<file path="src/rtl/sr_pkg.sv">
// sr_pkg: shared FSM states and SR excitation codes ({s, r}) for the SR driver.
package sr_pkg;
   typedef enum logic [1:0] {IDLE, DRIVE, CHECK, FAULT} state_e;
   localparam logic [1:0] HOLD = 2'b00;
   localparam logic [1:0] SET  = 2'b10;
   localparam logic [1:0] RST  = 2'b01;
endpackage

</file>
<file path="src/rtl/sr_excite.sv">
// sr_excite: SR flip-flop excitation table, current state q to requested q_next.
module sr_excite
   import sr_pkg::*;
(
   input  logic q,
   input  logic q_next,
   output logic s,
   output logic r
);
   logic [1:0] code;
   always_comb code = (q_next && !q) ? SET : (!q_next && q) ? RST : HOLD;
   assign {s, r} = code;
endmodule

</file>
<file path="src/rtl/sr_excite_driver.sv">
// sr_excite_driver: drives an external SR flip-flop to a requested state,
// checks its readback one cycle later and tracks mismatches.
module sr_excite_driver
   import sr_pkg::*;
#(
   parameter int CNT_W = 8
) (
   input  logic             clk,
   input  logic             reset,
   input  logic             tgt_valid,
   input  logic             tgt_bit,
   output logic             tgt_ready,
   output logic             s_out,
   output logic             r_out,
   input  logic             q_fb,
   output logic             done,
   output logic             err,
   input  logic             err_clr,
   output logic [CNT_W-1:0] err_cnt
);
   state_e state_q;
   logic   tgt_q, q_model_q, s_d, r_d;

   // excitation is computed from the incoming bit so s_out/r_out are registered into DRIVE
   sr_excite u_excite (
      .q     (q_model_q),
      .q_next(tgt_bit),
      .s     (s_d),
      .r     (r_d)
   );

   assign tgt_ready = state_q == IDLE;

   always_ff @(posedge clk or posedge reset)
      if (reset) begin
         state_q   <= IDLE;
         tgt_q     <= 1'b0;
         q_model_q <= 1'b0;
         s_out     <= 1'b0;
         r_out     <= 1'b0;
         done      <= 1'b0;
         err       <= 1'b0;
         err_cnt   <= '0;
      end else begin
         s_out <= 1'b0;
         r_out <= 1'b0;
         done  <= 1'b0;
         case (state_q)
            IDLE:
               if (tgt_valid) begin
                  tgt_q   <= tgt_bit;
                  s_out   <= s_d;
                  r_out   <= r_d;
                  state_q <= DRIVE;
               end
            DRIVE: state_q <= CHECK;
            CHECK: begin
               q_model_q <= q_fb;
               if (q_fb == tgt_q) begin
                  done    <= 1'b1;
                  state_q <= IDLE;
               end else begin
                  err     <= 1'b1;
                  err_cnt <= (err_cnt == '1) ? err_cnt : err_cnt + 1'b1;
                  state_q <= FAULT;
               end
            end
            FAULT:
               if (err_clr) begin
                  err     <= 1'b0;
                  state_q <= IDLE;
               end
            default: state_q <= IDLE;
         endcase
      end
endmodule

</file>
<file path="config.mk">
export PLATFORM = sky130hd
export DESIGN_NAME = sr_excite_driver
export DESIGN_NICKNAME = d
export VERILOG_FILES = /design/src/rtl/sr_pkg.sv /design/src/rtl/sr_excite.sv /design/src/rtl/sr_excite_driver.sv
export SDC_FILE = /design/constraint.sdc
export NUM_CORES = 1
export LEC_CHECK = 0
export BUFFER_PORTS_ARGS = -buffer_cell sky130_fd_sc_hd__buf_2
export CAP_MARGIN = 40
export CORE_MARGIN = 3
export CORE_UTILIZATION = 49
export DETAILED_ROUTE_END_ITERATION = 10
export GPL_TIMING_DRIVEN = 0
export PLACE_DENSITY = 0.75
export SETUP_SLACK_MARGIN = 0.2
export SLEW_MARGIN = 15
export SYNTH_ARGS = -nofsm -noshare
export SYNTH_HDL_FRONTEND = slang
export SYNTH_SLANG_ARGS = --single-unit
</file>
<file path="constraint.sdc">
create_clock -name clk -period 2.13 [get_ports clk]
set_clock_uncertainty 0.05 [all_clocks]
set_input_delay 0.1065 -clock clk [delete_from_list [all_inputs] [get_ports clk]]
set_output_delay 0.1065 -clock clk [all_outputs]
set_load 0.01 [all_outputs]
</file>
==> results of run 1 <==
==> worst max-delay path by stage <==
stage,start,end,cells after the start
global placement,err_cnt[0],err_cnt[1],4
global route,err_cnt[0],err_cnt[1],4
CTS,err_cnt[0],err_cnt[1],4
detailed placement,err_cnt[0],err_cnt[1],4
floorplan,err_cnt[0],err_cnt[1],4
finish,err_cnt[0],err_cnt[1],4
==> cells by family after synthesis <==
| group | share of synthesized area |
|---|---|
| XOR/XNOR | 0.0845 |
| adder cells (fa/ha/maj) | 0.0176 |
| AO/OA/AOI/OAI | 0.0757 |
| AND/OR/NAND/NOR | 0.195 |
| multiplexers | 0.0475 |
| flip-flops | 0.563 |
| buffers and inverters | 0.0158 |
==> critical path: cells and delay by family, from the launching register on <==
kind | cells | cell delay, ns
flip-flops | 1 | 0.44
multiplexers | 1 | 0.37
AO/OA/AOI/OAI | 1 | 0.34
adder cells (fa/ha/maj) | 1 | 0.26
AND/OR/NAND/NOR | 1 | 0.22
==> registers in the layout, summed over array words and instances (netlist names) <==
register / flops
state_q: 2
err_cnt: 8
r_out: 1
tgt_q: 1
q_model_q: 1
err: 1
done: 1
s_out: 1
==> per-stage QoR <==
stage          power (uW)  hold slack [ns]  instances  cell area, sq um
5_1_grt              1210           0.0508        103               886
6_report             1130           0.0637        103               886
4_1_cts              1140           0.0615        103               886
3_5_place_dp          927            0.156         96               820
3_3_place_gp          906            0.145         96               820
2_1_floorplan         785          -0.0298         63               711
==> layer usage <==
| layer | vias to the layer above | part of all wire | wire length [microns] | track usage |
|---|---|---|---|---|
| met5 | - | 0 | 0 | 0 |
| met4 | 0 | 0.0094 | 13 | 0.0723 |
| met3 | 2 | 0.048 | 66 | 0.0366 |
| met2 | 13 | 0.49 | 668 | 0.262 |
| met1 | 249 | 0.46 | 629 | 0.198 |
| li1 | 267 | - | - | - |
==> timing repair <==
item	in CTS	in global routing
buffers inserted	0	0
hold buffers	3	0
hold endpoints to repair	18	0
==> power breakdown <==
part	switching [uW]	leakage (uW)	internal, uW
sequential	108	0.000203	407
combinational	223	0.000225	190
clock	94.3	0.0000210	104
total	425	0.000450	702
==> area by class of cell <==
class                      instances  area [sq um]  share of cell area
inverter                           3          11.3              0.0127
tap                               15          18.8              0.0212
timing repair buffer              21           120               0.136
multi-input combinational         44           299               0.338
clock buffer                       4          36.3              0.0410
sequential                        16           400               0.452
==> cell usage in the layout (no fill, tap or decap), types with 2 or more instances in the layout <==
cell and n:
nand3_1 4, xnor2_1 4, nand2_1 8, a21oi_1 4
and3_1 2, inv_1 3, clkbuf_4 3, nor2_1 5
nor3b_1 2, mux2_2 3, dfrtp_1 16, buf_2 18
dlygate4sd3_1 3, nand4_1 3
==> impl_results.md, run 1 <==
* Yosys top cell area share at 0.563
* Post-synth top area cell: dfrtp_1
* Post-synth ARST share at 1.00
* Seq/Total Area, Yosys at 0.563
* Number of synthesized flops with an enable pin at 0
* Avg Inst Size Synth at 11.3 sq um
* Die H at 44.1 microns
* Synth unique cells at 20
* Ys Warns at 0
* Hold path endpoint: q_model_q
* Final Cycle Share at 0.837
* Worst setup margin at 0.347 ns
* Final Hold Vio Count at 0
* Ranking of synthesized cells by area: dfrtp_1 (56%), xnor2_1 (4.9%), mux2_2 (4.8%), nand2_1 (4.2%), a211oi_4 (2.8%)
* Critical Path Slowest Stage Cell: dfrtp_1
* FF+latch count, synth at 16
* Initial antenna violation count at 0
* Worst vdd ir at 653 uV
* H-Tree Depth at 1
* Worst min path class: input pin to flop
* Hold Path Cell Cnt at 2
* DR iter-0 viols at 7
* CTS tree: yes
* Die width at 44.1 microns
* Final WL at 1.38 mm
* Largest net degree at the start of global routing at 17
* Layout cells sized above 1 at 0.330
* Syn-to-layout area delta at 24.6%
* GR Overflow Total at 0
* Port bufs at 18
* Minimum clock period at 1.78 ns
* Vias per cell at 5.16
* Syn Inst Count at 63
* Clock buffer depth at 2
* Syn Nets at 70
* Worst R2R End: err_cnt[1]
* Die area at 0.00194 sq mm
* First-pass GRT wire length at 2.21 mm
* Fill count at 108
* Critical path type: flop to flop
* Row count at 13
* Top FF cell, synth: dfrtp_1
* CTS Buf Count at 3
* Max Clk Rate at 0.561 GHz
* WP data arrival at 1.91 ns
* Number of diodes at 0
* Worst slew margin at 0.616
* Vias in the first global route at 483
* Crit-path max cell delay at 0.44 ns
* Most common cell in the netlist: dfrtp_1
* Initial Utilization at 0.533
* Detailed-route via count at 531
* IO Pins at 19
* Worst R2R Start: err_cnt[0]
* DRC at 0
* Final Max Slew Viols at 0
* Critical path launch point type: flop
* Post-synth top cells: dfrtp_1 (16), nand2_1 (8), nor2_1 (5)
* CP required at 2.25 ns
* DR pass1 iterations at 4
* Mapped cell area at 711 sq um
* Worst Max-Slew Pin Slew at 0.576 ns
* Worst skew pair latency at 0.28 ns
* Pwr dens at 1270 mW/mm^2
* Nature of the critical path endpoint: flop
* Status: complete, no violations
* Nets at 96
* Post-DRT Antenna Nets at 0
* Pleak at 0.000450 uW
* CTS root buf: clkbuf_4
* Core ar. at 0.00133 sq mm
* Avg WL per Cell at 13.4 microns
* Pre-CTS setup slack at 0.361 ns
* HP Start: q_fb
* Crit path cell chain: ha_1 > and3_1 > a211oi_4 > mux2_2
* Setup violators final at 0
* Post_cts resized at 0
* Clk slew on worst S/H paths at 0.09 ns
* Number of max-cap violations at 0
* TNS Setup at 0 ns
* Maximum net fanout on the critical path at 5
* Hpwl dp at 922 microns
* RSZ-0062 raised after global routing: no
* Worst reg2reg path depth at 4
* Final Wtd Congestion at 0.729
* Sink Count at 16
* Gr usage total at 0.159
* Final Util at 0.664
* FF-to-FF setup slack at 0.35 ns
(Power assumes the default switching activity.)
==> run 2, diff against run 1 <==
--- a/config.mk
+++ b/config.mk
@@ -8,10 +8,10 @@
 export BUFFER_PORTS_ARGS = -buffer_cell sky130_fd_sc_hd__buf_2
 export CAP_MARGIN = 40
 export CORE_MARGIN = 3
-export CORE_UTILIZATION = 49
+export CORE_UTILIZATION = 44
 export DETAILED_ROUTE_END_ITERATION = 10
 export GPL_TIMING_DRIVEN = 0
-export PLACE_DENSITY = 0.75
+export PLACE_DENSITY = 0.71
 export SETUP_SLACK_MARGIN = 0.2
 export SLEW_MARGIN = 15
 export SYNTH_ARGS = -nofsm -noshare
==> constraint.sdc (replaced) <==
create_clock -name clk -period 1.6 [get_ports clk]
set_clock_uncertainty 0.05 [all_clocks]
set_input_delay 0.08 -clock clk [delete_from_list [all_inputs] [get_ports clk]]
set_output_delay 0.08 -clock clk [all_outputs]
set_load 0.01 [all_outputs]
==> run 2 against run 1 <==
Core utilization increased by 2.2 points. Count of clock-buffer cells in the layout unchanged. Clock power grew 36%. Register-to-register slack lost 0.32 ns. Sequential share of layout area shrank 3.2 points. Combinational power grew 72%. Global-route usage is 0.61 points lower. Sequential power is 33% higher. Non-clock buffer count rose by 6. Maximum frequency increased by 14%. Setup slack got worse by 0.32 ns. Total power grew 48%. Critical endpoint unchanged. Largest cell class unchanged. Largest power group is now combinational cells. Highest routed layer unchanged.
==> impl_results.md, run 2 (synthesis results as in run 1) <==
* Stages on the worst setup path at 4 (unchanged)
* Crit path cell chain: ha_4 > and3_4 > a211oi_4 > mux2_4 (was ha_1 > and3_1 > a211oi_4 > mux2_2)
* Final Wtd Congestion at 0.714 (was 0.729)
* Hpwl dp at 941 microns (was 922 microns)
* Critical path type: flop to flop (unchanged)
* Nature of the critical path endpoint: flop (unchanged)
* Cells after DPL at 96 (unchanged)
* Worst vdd ir at 1060 uV (was 653 uV)
* CP required at 1.73 ns (was 2.25 ns)
* Largest regs: err_cnt: 8 flops, state_q: 2 flops (unchanged)
* Worst min path class: input pin to flop (unchanged)
* DR iter-0 viols at 7 (unchanged)
* Clock buffer depth at 2 (unchanged)
* H-Tree Depth at 1 (unchanged)
* Worst slew margin at 0.616 (about the same)
* Avg WL per Cell at 12.7 microns (was 13.4 microns)
* Worst R2R Start: err_cnt[0] (unchanged)
* Fill count at 101 (was 108)
* Sink Count at 16 (unchanged)
* WP data arrival at 1.70 ns (was 1.91 ns)
* Critical Path Slowest Stage Cell: dfrtp_2 (was dfrtp_1)
* Number of diodes at 0 (unchanged)
* Detailed-route via count at 573 (was 531)
* CTS tree: yes (unchanged)
* Vias in the first global route at 519 (was 483)
* Final Cycle Share at 0.980 (was 0.837)
* DR pass1 iterations at 4 (unchanged)
* Pwr dens at 1730 mW/mm^2 (was 1270 mW/mm^2)
* Die area at 0.00213 sq mm (was 0.00194 sq mm)
* Syn-to-layout area delta at 35.0% (was 24.6%)
* Final Hold Vio Count at 0 (unchanged)
* Pre-CTS setup slack at 0.00148 ns (was 0.361 ns)
* Core ar. at 0.00140 sq mm (was 0.00133 sq mm)
* Final non-filler cell total at 109 (was 103)
* HP Start: q_fb (unchanged)
* Minimum clock period at 1.57 ns (was 1.78 ns)
* Pleak at 0.000480 uW (was 0.000450 uW)
* Max Clk Rate at 0.638 GHz (was 0.561 GHz)
* Die width at 46.2 microns (was 44.1 microns)
* Vias per cell at 5.26 (was 5.16)
* Design Area, Final at 960 sq um (was 886 sq um)
* Gr usage total at 0.153 (was 0.159)
* Largest net degree at the start of global routing at 17 (unchanged)
* GR Overflow Total at 0 (unchanged)
* DRC at 0 (unchanged)
* Worst Max-Slew Pin Slew at 0.576 ns (about the same)
* Placed cell areas at 843 sq um (was 820 sq um)
* Nets at 102 (was 96)
* CTS root buf: clkbuf_4 (unchanged)
* Maximum net fanout on the critical path at 4 (was 5)
* Critical path launch point type: flop (unchanged)
* IO Pins at 19 (unchanged)
* Final WL at 1.38 mm (about the same)
* CP bufs+invs at 0 (unchanged)
* Initial Utilization at 0.508 (was 0.533)
* Commonest cells after routing, fill and taps aside: buf_2 (18), dfrtp_1 (14), nand2_1 (8) (was buf_2 (18), dfrtp_1 (16), nand2_1 (8))
* Hold path endpoint: q_model_q (unchanged)
* RSZ-0062 raised after global routing: yes (was no)
* Setup violators final at 0 (unchanged)
* Initial antenna violation count at 0 (unchanged)
* Startpoint of the worst setup timing path: err_cnt[0] (unchanged)
* Worst skew pair latency at 0.29 ns (was 0.28 ns)
* Port bufs at 18 (unchanged)
* Hold Path Cell Cnt at 2 (unchanged)
* Worst reg2reg path depth at 4 (unchanged)
* Number of max-cap violations at 0 (unchanged)
* Layout cells sized above 1 at 0.436 (was 0.330)
* CTS Buf Count at 3 (unchanged)
* Die H at 46.2 microns (was 44.1 microns)
* Crit-path max cell delay at 0.44 ns (about the same)
* Worst R2R End: err_cnt[1] (unchanged)
* Biggest register: err_cnt (unchanged)
* Final Max Slew Viols at 0 (unchanged)
* Clk slew on worst S/H paths at 0.10 ns (was 0.09 ns)
* Worst setup margin at 0.0317 ns (was 0.347 ns)
* Row count at 13 (unchanged)
* Total power draw at 1660 uW (was 1130 uW)
* First-pass GRT wire length at 2.22 mm (was 2.21 mm)
* Max reg flops at 8 (unchanged)
* Post-DRT Antenna Nets at 0 (unchanged)
* Leading cell type in the layout, fill and taps excluded: buf_2 (unchanged)
* Status: complete, no violations (unchanged)
* CP top delay family: flip-flops (unchanged)
* FF-to-FF setup slack at 0.03 ns (was 0.35 ns)
[run 2: area by class of cell]
type / count / area (sq um) / share of cell area
multi-input combinational: 44 / 325 / 0.339
inverter: 3 / 11.3 / 0.0117
clock buffer: 4 / 36.3 / 0.0378
sequential: 16 / 403 / 0.420
timing repair buffer: 27 / 165 / 0.172
tap: 15 / 18.8 / 0.0196
[run 2: timing repair]
action	4_1_cts	5_1_grt
hold buffers	3	0
endpoints found under the setup margin	6	7
hold endpoints to repair	19	0
gates resized for setup	1	1
setup buffers	5	1
pin swaps	3	3
[run 2: how the worst max path moves through the flow]
stage                 end  slack (ns)
2_1_floorplan  err_cnt[1]        0.05
3_3_place_gp   err_cnt[1]       0.008
3_5_place_dp   err_cnt[1]       0.001
4_1_cts        err_cnt[1]       0.008
5_1_grt        err_cnt[3]      -0.003
6_report       err_cnt[1]        0.03
[run 2: where the power goes]
group          internal [uW]  total [uW]  switching [uW]  leakage [uW]
logic                    371         709             339      0.000257
clock network            139         270             131     0.0000210
registers                548         685             137      0.000201
[run 2: per-layer routing]
metal	track usage	wire (microns)
met1	0.182	613
met2	0.234	647
met3	0.0352	80
met4	0.119	39
met5	0	0
[run 2: metrics by stage]
stage                util  hold WS (ns)  TNS (ns)
detailed placement  0.603         0.121         0
CTS                 0.679       0.00959         0
global placement    0.603         0.118         0
floorplan               -       -0.0564         0
global route        0.686       0.00531  -0.00291
finish              0.686        0.0136         0
